`src/rtl/store_buffer.sv`:
```
// In-order store queue between two LSU issue lanes and DataMemory, with
// load-after-store hazard detection; define STORE_BUFFER_FWD_EN to forward hits.
module store_buffer #(
  parameter int DATA_WIDTH = 16,
  parameter int ADDR_WIDTH = 16,
  parameter int DEPTH      = 8
) (
  input  logic                  clk,
  input  logic                  reset,
  input  logic [1:0]            st_valid,
  input  logic [ADDR_WIDTH-1:0] st_addr0,
  input  logic [ADDR_WIDTH-1:0] st_addr1,
  input  logic [DATA_WIDTH-1:0] st_data0,
  input  logic [DATA_WIDTH-1:0] st_data1,
  output logic                  st_ready,
  input  logic                  drain_hold,
  input  logic                  hlt,
  output logic                  drained,
  input  logic                  ld_req,
  input  logic [ADDR_WIDTH-1:0] ld_addr,
  output logic                  ld_stall,
  output logic                  ld_hit,
  output logic [DATA_WIDTH-1:0] ld_fwd_data,
  output logic                  mem_read,
  output logic [ADDR_WIDTH-1:0] mem_raddr,
  output logic [1:0]            mem_write,
  output logic [ADDR_WIDTH-1:0] mem_waddr1,
  output logic [ADDR_WIDTH-1:0] mem_waddr2,
  output logic [DATA_WIDTH-1:0] mem_wdata1,
  output logic [DATA_WIDTH-1:0] mem_wdata2
);

  localparam int PW = $clog2(DEPTH);
  localparam int CW = PW + 1;

  logic [ADDR_WIDTH-1:0] entryAddr [DEPTH];
  logic [DATA_WIDTH-1:0] entryData [DEPTH];
  logic [DEPTH-1:0]      entryValid;
  logic [PW-1:0]         head;
  logic [PW-1:0]         tail;
  logic [CW-1:0]         count;

  logic          stAccept;
  logic          enq0;
  logic          enq1;
  logic [PW-1:0] lane1Slot;
  logic [PW-1:0] headNext;
  logic          deqAllowed;
  logic          deq0;
  logic          deq1;
  logic [CW-1:0] enqNum;
  logic [CW-1:0] deqNum;
  logic          hazard;

  assign st_ready = (count <= CW'(DEPTH - 2));
  assign drained  = (count == '0) && (mem_write == 2'b00);

  // Lane1 lands behind lane0 only when lane0 also stores this cycle.
  assign stAccept  = st_ready & ~hlt;
  assign enq0      = stAccept & st_valid[0];
  assign enq1      = stAccept & st_valid[1];
  assign lane1Slot = enq0 ? tail + PW'(1) : tail;
  assign enqNum    = CW'(enq0) + CW'(enq1);

  // Same-address pair drains one at a time so DataMemory sees writes in order.
  assign headNext   = head + PW'(1);
  assign deqAllowed = ~drain_hold | hlt;
  assign deq0       = deqAllowed && (count != '0);
  assign deq1       = deq0 && (count >= CW'(2)) && (entryAddr[headNext] != entryAddr[head]);
  assign deqNum     = CW'(deq0) + CW'(deq1);

  // NOTE: every variable written in always_comb gets a default first, so no latch is inferred.
  always_comb begin
    hazard = 1'b0;
    for (int i = 0; i < DEPTH; i++) begin
      if (entryValid[head + PW'(i)] && (entryAddr[head + PW'(i)] == ld_addr)) hazard = 1'b1;
    end
    if (enq0 && (st_addr0 == ld_addr)) hazard = 1'b1;
    if (enq1 && (st_addr1 == ld_addr)) hazard = 1'b1;
  end

  // NOTE: the entry storage is deliberately not reset; entryValid and count say what is live.
  always_ff @(posedge clk) begin
    if (enq0) begin
      entryAddr[tail] <= st_addr0;
      entryData[tail] <= st_data0;
    end
    if (enq1) begin
      entryAddr[lane1Slot] <= st_addr1;
      entryData[lane1Slot] <= st_data1;
    end
  end

  // NOTE: sequential state uses non-blocking assignments so every flop samples pre-edge values.
  always_ff @(posedge clk or posedge reset) begin
    if (reset) begin
      head       <= '0;
      tail       <= '0;
      count      <= '0;
      entryValid <= '0;
      mem_write  <= 2'b00;
      mem_waddr1 <= '0;
      mem_waddr2 <= '0;
      mem_wdata1 <= '0;
      mem_wdata2 <= '0;
      mem_read   <= 1'b0;
      mem_raddr  <= '0;
    end else begin
      // Dequeue slots are occupied and enqueue slots free, so these bit updates never collide.
      if (deq0) entryValid[head]      <= 1'b0;
      if (deq1) entryValid[headNext]  <= 1'b0;
      if (enq0) entryValid[tail]      <= 1'b1;
      if (enq1) entryValid[lane1Slot] <= 1'b1;

      head  <= head + PW'(deq0) + PW'(deq1);
      tail  <= tail + PW'(enq0) + PW'(enq1);
      count <= count + enqNum - deqNum;

      mem_write <= {deq1, deq0};
      if (deq0) begin
        mem_waddr1 <= entryAddr[head];
        mem_wdata1 <= entryData[head];
      end
      if (deq1) begin
        mem_waddr2 <= entryAddr[headNext];
        mem_wdata2 <= entryData[headNext];
      end

      mem_read <= ld_req & ~hazard;
      if (ld_req && !hazard) mem_raddr <= ld_addr;
    end
  end

`ifdef STORE_BUFFER_FWD_EN
  logic [DATA_WIDTH-1:0] fwdData;

  // Scan oldest to newest, then lane0, then lane1: the last match is the youngest store.
  always_comb begin
    fwdData = '0;
    for (int i = 0; i < DEPTH; i++) begin
      if (entryValid[head + PW'(i)] && (entryAddr[head + PW'(i)] == ld_addr)) begin
        fwdData = entryData[head + PW'(i)];
      end
    end
    if (enq0 && (st_addr0 == ld_addr)) fwdData = st_data0;
    if (enq1 && (st_addr1 == ld_addr)) fwdData = st_data1;
  end

  assign ld_stall = 1'b0;

  always_ff @(posedge clk or posedge reset) begin
    if (reset) begin
      ld_hit      <= 1'b0;
      ld_fwd_data <= '0;
    end else begin
      ld_hit <= ld_req & hazard;
      if (ld_req && hazard) ld_fwd_data <= fwdData;
    end
  end
`else
  assign ld_stall    = ld_req & hazard;
  assign ld_hit      = 1'b0;
  assign ld_fwd_data = '0;
`endif

endmodule

```
`config.mk`:
```
export PLATFORM = sky130hd
export DESIGN_NAME = store_buffer
export DESIGN_NICKNAME = d
export VERILOG_FILES = /design/src/rtl/store_buffer.sv
export SDC_FILE = /design/constraint.sdc
export NUM_CORES = 1
export LEC_CHECK = 0
export CELL_PAD_IN_SITES_DETAIL_PLACEMENT = 0
export CELL_PAD_IN_SITES_GLOBAL_PLACEMENT = 2
export CORE_MARGIN = 1.5
export CORE_UTILIZATION = 38
export CTS_CLUSTER_SIZE = 10
export DETAILED_ROUTE_END_ITERATION = 10
export MAX_ROUTING_LAYER = met4
export PLACE_DENSITY_LB_ADDON = 0.08
export SLEW_MARGIN = 25
export SYNTH_ARGS = -nofsm -noshare
export SYNTH_HDL_FRONTEND = slang
export SYNTH_SLANG_ARGS = --single-unit
export TNS_END_PERCENT = 5
```
`constraint.sdc`:
```
create_clock -name clk -period 5.3 [get_ports clk]
set_input_delay 0.795 -clock clk [delete_from_list [all_inputs] [get_ports clk]]
set_output_delay 0.795 -clock clk [all_outputs]
set_load 0.05 [all_outputs]
```
-- Word level (Yosys, flattened, before mapping)
Memories as Yosys holds them, arrays and structs flattened. A register that Yosys moved wholly into a read port is not among the register bits.
Cells that the tools add are included.
Widths: inputs -> output; s select.
- shifts and indexed selects: 0
- add/subtract/negate cells: 16
- reductions and logical operators: 23
- $mul: 0
- equal/unequal tests: 11
- muxes and demuxes: 43
- divide/modulo/power cells: 0
- bitwise gates (word level): 15
- $lt $le $gt $ge: 16
- operators with widths (kind ; number):
    $eq 16x16->1 ; 10
    $lt 3x4->1 const B ; 10
    $mux 8 ; 4
    $mux 1 ; 26
    $bmux 1 s3 ; 8
    $logic_and 1x1->1 ; 19
    $and 8x8->8 ; 2
    $ne 16x16->1 ; 1
    $not 8->8 ; 2
    $or 8x8->8 ; 2
    $add 3x1->3 ; 4
    $add 3x3->3 const B ; 4
    $demux 1 s3 ; 4
    $ge 3x1->1 const B ; 4
    $add 3x1->3 const B ; 2
    $add 3x2->3 const B ; 2
    $and 1x1->1 ; 5
    $add 1x1->2 ; 2
    $add 4x2->4 ; 1
    $ge 4x2->1 const B ; 1
    $le 4x3->1 const B ; 1
    $logic_not 4->1 ; 1
    $reduce_bool 4->1 ; 1
    $sub 4x2->4 ; 1
    5 further kinds ; 7
- word-level logic and storage cells: 135
- ROM bits: 0
- latch bits: 0
- RAM bits: 256
- flip-flop bits (word level): 69
- memories kept: 2
- memories (name ; words ; bits a word ; read ports ; clocked after Yosys merged registers in ; wr ports ; line ; RTL):
    entryAddr ; 8 ; 16 ; 8 ; 0 ; 2 ; 36 ; logic [ADDR_WIDTH-1:0] entryAddr [DEPTH];
    entryData ; 8 ; 16 ; 2 ; 2 ; 2 ; 37 ; logic [DATA_WIDTH-1:0] entryData [DEPTH];

-- Logic depth before layout (Yosys ltp)
- depth after elaboration: 15
- gate-level depth with buffers: 28
- mapped depth without buffers: 18

-- Least setup slack after synthesis
OpenSTA, ideal clock, no wires.
- path kind: register to register
- from: reg head[0]
- to: reg count[2]
- clock period less this slack: 5.643 ns
- stages on the path, launching flop included: 26
- arrival time: 5.579 ns
- slack: -0.343 ns
- setup time: 0.064 ns
- cells stage by stage: dfrtp_1 -> buf_6 -> buf_4 -> inv_2 -> buf_4 -> buf_2 -> buf_2 -> clkbuf_1 -> ha_1 -> buf_4 -> buf_4 -> clkbuf_1 -> mux4_2 -> mux2i_1 -> xnor2_1 -> nand4_1 -> nor4_1 -> a31oi_2 -> clkbuf_1 -> nor2_1 -> ha_1 -> fa_1 -> ha_1 -> inv_1 -> fa_1 -> inv_1
- longest elaborated chain between the ends: 6
- ends and longest elaborated chain (element ; line ; RTL):
    start: declaration ; 39 ; logic [PW-1:0] head;
    start signal: assignment ; 115 ; head <= head + PW'(deq0) + PW'(deq1);
    $add 3x1->3 ; 66 ; assign headNext = head + PW'(1);
    $mem_v2 8x16 (*) ; - ;
    $ne 16x16->1 (*) ; 69 ; assign deq1 = deq0 && (count >= CW'(2)) && (entryAddr[headNext] != entryAddr[head]);
    $logic_and 1x1->1 (*) ; 69 ;
    net deq1 ; 50 ; logic deq1;
    $add 1x1->2 (*) ; 70 ; assign deqNum = CW'(deq0) + CW'(deq1);
    $sub 4x2->4 (*) ; 117 ; count <= count + enqNum - deqNum;
    end signal: assignment ; 117 ;
    end: declaration ; 41 ; logic [CW-1:0] count;
The timed path passes the listed nets; every way through them passes the cells marked *.
A chain may end at the register's enable or synchronous reset.

-- Final worst setup path
- from: reg head[1]
- to: out ld_stall
- longest elaborated chain between the ends: 14
- elaborated cells between the ends (all ways): 51
- those cells by class: add/sub (7); eq/ne (8); mux (26); bitwise (1); reduce/logical (8); memory (1)
- ends and longest elaborated chain (element ; line ; RTL):
    $add 3x1->3 (tied with other cells) ; 76 ; if (entryValid[head + PW'(i)] && (entryAddr[head + PW'(i)] == ld_addr)) hazard = 1'b1;
    $mem_v2 8x16 (tied with other cells) ; - ;
    $eq 16x16->1 (tied with other cells) ; 76 ;
    $logic_and 1x1->1 or $mux 1 (tied branches) ; 76 ;
    $mux 1 (6 in series) ; 76 ;
    $mux 1 (*) ; 76 ;
    $mux 1 (*) ; 78 ; if (enq0 && (st_addr0 == ld_addr)) hazard = 1'b1;
    $mux 1 (*) ; 79 ; if (enq1 && (st_addr1 == ld_addr)) hazard = 1'b1;
    $and 1x1->1 (*) ; 161 ; assign ld_stall = ld_req & hazard;
    end: declaration ; 21 ; output logic ld_stall,
Every way passes the cells marked *; elsewhere a longest branch is shown, timed or not. The select of a mux whose other input is x is not followed.

==> impl.org <==
** Outcome
- The run finished with clean final reports.

** Detailed routing
- Total length of routed wires :: 99500 microns
- Vias after detailed routing :: 18769
- The detail route stage leaves a number of antenna-violating nets equal to 0.
- In this run, the number of DRC markers left after iteration 0 of detailed routing was 1762.
- For this run, design rule violations remaining after detail routing come to 0.
- Using the TritonRoute via totals, the vias-per-cell ratio works out to 6.14.
- After detailed routing, the average wire length per cell comes to 32.5 microns.
- Drt first pass iters :: 5

** Layout
- The library cell used most frequently in the layout, excluding fill and tap cells, is mux2_2.
- Final std cell area, no fill :: 30800 sq um
- In the layout the commonest cells are mux2_2 (276), edfxtp_1 (256), mux4_2 (222).
- Total number of nets in the final design :: 2241
- Relative to the synthesized area, the layout overhead comes to 17.2%.
- Of the cells placed in the final design, the portion with a size suffix greater than 1 is 33.7%.

** Synthesis
- Number of synthesized flops with an enable pin :: 256
- The share of the Yosys chip area taken by registers is 38.9%.
- Gate count of the mapped netlist :: 2001
- Syn Std Cell Area :: 26300 sq um
- A synthesized cell averages 13.1 sq um.
- Number of unique standard cell types used by synthesis :: 76
- For this run, the leading register cell type out of synthesis is edfxtp_1.
- Synth Warn # :: 0
- Fraction of registers with async set or reset after synthesis :: 28.3%
- Number of register bits inferred by synthesis :: 357

** Clock network
- TritonCTS sink count :: 357
- Cell at the root of the clock tree :: clkbuf_16
- TritonCTS created 44 clock buffers.
- Worst skew pair latency :: 0.61 ns
- TritonCTS built the clock tree.
- The longest clock path from root to sink contains 3 buffers.
- H-tree level count :: 2
- After clock tree synthesis, the clock-pin slew on the worst setup and hold paths is 0.06 ns.

** Timing
- Worst Hold Slack :: 0.477 ns
- Setup violations remaining at the end of the flow were counted as 0.
- Between clock sinks in the finished design, the worst skew comes to 0.0279 ns.
- The worst path in the final design needs a cycle of 5.21 ns, including I/O delays and setup.
- Transition at the pin with the smallest max-transition slack :: 0.878 ns
- Number of max-slew violations in the final report :: 0
- The final count of hold timing violations came to 0.
- FMAX :: 192 MHz
- Headroom to the max-slew limit came out at 41.5%.
- The worst path uses 98.2% of the clock period.

** Power and ir drop
- Internal power comes to 11500 uW.
- The design draws 21700 uW.
- In this run switching power makes up 47.0% of total power.
- Clock network fraction of design power :: 13.5%
- In this run, the combinational gates consume 67.0% of the power.
- Power per cell area :: 704 nW/um^2
- The analysis attributes to cell leakage a power of 0.0109 uW.
- Switching power total :: 10200 uW
- Register share of total power :: 19.5%
- Maximum vdd drop :: 0.000544 V

** Worst hold path
- The path class of the tightest hold or removal check is flop to flop.

** Critical path
- Element type at the critical path end :: primary output
- STA puts the critical path data required time at 4.51 ns.
- The setup path with the least slack is of type flop to primary output.
- Kind of start point of the critical path :: flop
- Of all nets on the critical path, the largest fanout is 10.
- At the worst endpoint, the arrival time is 4.41 ns.

** Die
- The floorplan step set the die height to 266 microns.
- The core region is 68500 sq um.
- The die covers 70700 sq um.
- Placement Rows :: 96
- 190 I/O pins were placed.
- For this configuration, the core starts out at a cell density of 38.4%.
- Measured along the x axis, the die boundary spans 266 microns.

** Global route
- After global routing the overflow that remains totals 0.
- GRT Util Overall :: 28.8%
- Entering global routing, the biggest net connects 81 pins.
- Antenna violations before repair :: 8
- Global-route wire length before repair :: 142000 microns
- Vias in the first global route :: 19053

** Place
- Count of buffers from port buffering :: 172
- Detailed placement ended at an HPWL of 69100 microns.
- Placed Instance Area :: 29200 sq um
- Final RePlAce weighted congestion :: 0.960

** Run
- Across the run, the number of max-cap violations was 0.
==> path summary, 6_finish.rpt <==
path                                       startpoint                    endpoint  slack (ns)  depth (start not counted)
min                        mem_waddr1[12]$_DFFE_PP0P_  mem_waddr1[12]$_DFFE_PP0P_        0.48                          2
max reg2reg                         head[1]$_DFF_PP0_          count[2]$_DFF_PP0_        0.48                         17
max in group asynchronous                       reset   mem_waddr2[1]$_DFFE_PP0N_        3.56                          3
min reg2reg                mem_waddr1[12]$_DFFE_PP0P_  mem_waddr1[12]$_DFFE_PP0P_        0.48                          2
min in group asynchronous                       reset   mem_raddr[10]$_DFFE_PP0P_        0.64                          2
max                                 head[1]$_DFF_PP0_                    ld_stall        0.09                         13
==> stage by stage <==
stage,TNS (ns),setup slack (ns),util [%],std cells
floorplan,0,0.00271,-,2017
global route,-0.0333,-0.0333,45.0,3059
detailed placement,0,0.221,42.6,2958
global placement,0,0.258,42.6,2958
finish,0,0.0935,45.0,3059
CTS,0,0.0111,44.7,3042
==> registers in the layout (all words and copies together), names as in the netlist, 8 cells and up <==
register	count
entryAddr	128
entryData	128
entryValid	8
mem_raddr	16
mem_waddr1	16
mem_waddr2	16
mem_wdata1	16
mem_wdata2	16
==> metal layers <==
layer / track usage, % / share of wire (%) / vias up
li1: - / - / 8040
met1: 37.7 / 42 / 9811
met2: 47.2 / 49 / 793
met3: 3.77 / 6.4 / 125
met4: 7.69 / 2.8 / 0
met5: - / 0 / -
==> critical path: stages (launching register included) <==
cell and delay (ns):
dfrtp_4 0.48, clkinvlp_4 0.19, ha_4 0.37, buf_4 0.24
buf_4 0.19, mux2i_1 0.33, o22ai_1 0.20, a221oi_1 0.30
xor2_1 0.37, nand3_1 0.18, nor4_2 0.33, a2111oi_4 0.15
a31oi_2 0.30, buf_12 0.18
==> Yosys cell counts, drive strengths merged (16+ instances only) <==
library cell,count,area share [%]
nand3,32,0.61
dfrtp,101,9.6
a31oi,41,1.0
edfxtp,256,29
mux2,285,12
a21oi,31,0.59
inv,25,0.36
mux2i,171,6.5
xnor2,90,3.0
xor2,101,3.4
nand4,25,0.62
a221oi,16,0.56
mux4,224,19
nor4,25,0.70
nor2,73,1.1
o21ai,29,0.55
o22ai,17,0.40
clkbuf,62,0.90
buf,146,3.5
nand2,143,2.0
==> cell type report <==
| class | count | area, sq um |
|---|---|---|
| Clock inverter | 6 | 93.8 |
| Sequential cell | 357 | 10200 |
| Multi-Input combinational cell | 1424 | 15100 |
| Clock buffer | 75 | 1280 |
| Tap cell | 882 | 1100 |
| Fill cell | 6248 | 37700 |
| Antenna cell | 6 | 15.0 |
| Inverter | 28 | 111 |
| Timing Repair Buffer | 281 | 2830 |
==> power by group through the flow <==
| stage | Clock (uW) | Combinational [uW] | Sequential [uW] |
|---|---|---|---|
| 6_report | 2910 | 14500 | 4230 |
| 3_3_place_gp | 0 | 14100 | 4250 |
| 2_1_floorplan | 0 | 9030 | 4960 |
| 4_1_cts | 2980 | 14300 | 4210 |
| 3_5_place_dp | 0 | 14200 | 4250 |
| 5_1_grt | 3070 | 15300 | 4290 |
==> kinds of logic after synthesis <==
kind of cell	synth area share [%]
DFF	38.9
AOI/OAI and AO/OA	4.89
buffers and inverters	4.80
xor gates and xnor gates	6.43
adders and majority gates	0.972
other	0.0143
muxes	38.1
and+or+nand+nor	5.88
==> what timing repair did <==
item	4_1_cts	5_1_grt
setup endpoints to repair	1	1
hold buffers	0	0
buffers inserted	4	10
gates cloned	0	1
resized for setup	3	11
pin swaps	1	2
Note: power is estimated with default switching activity, not from simulation.
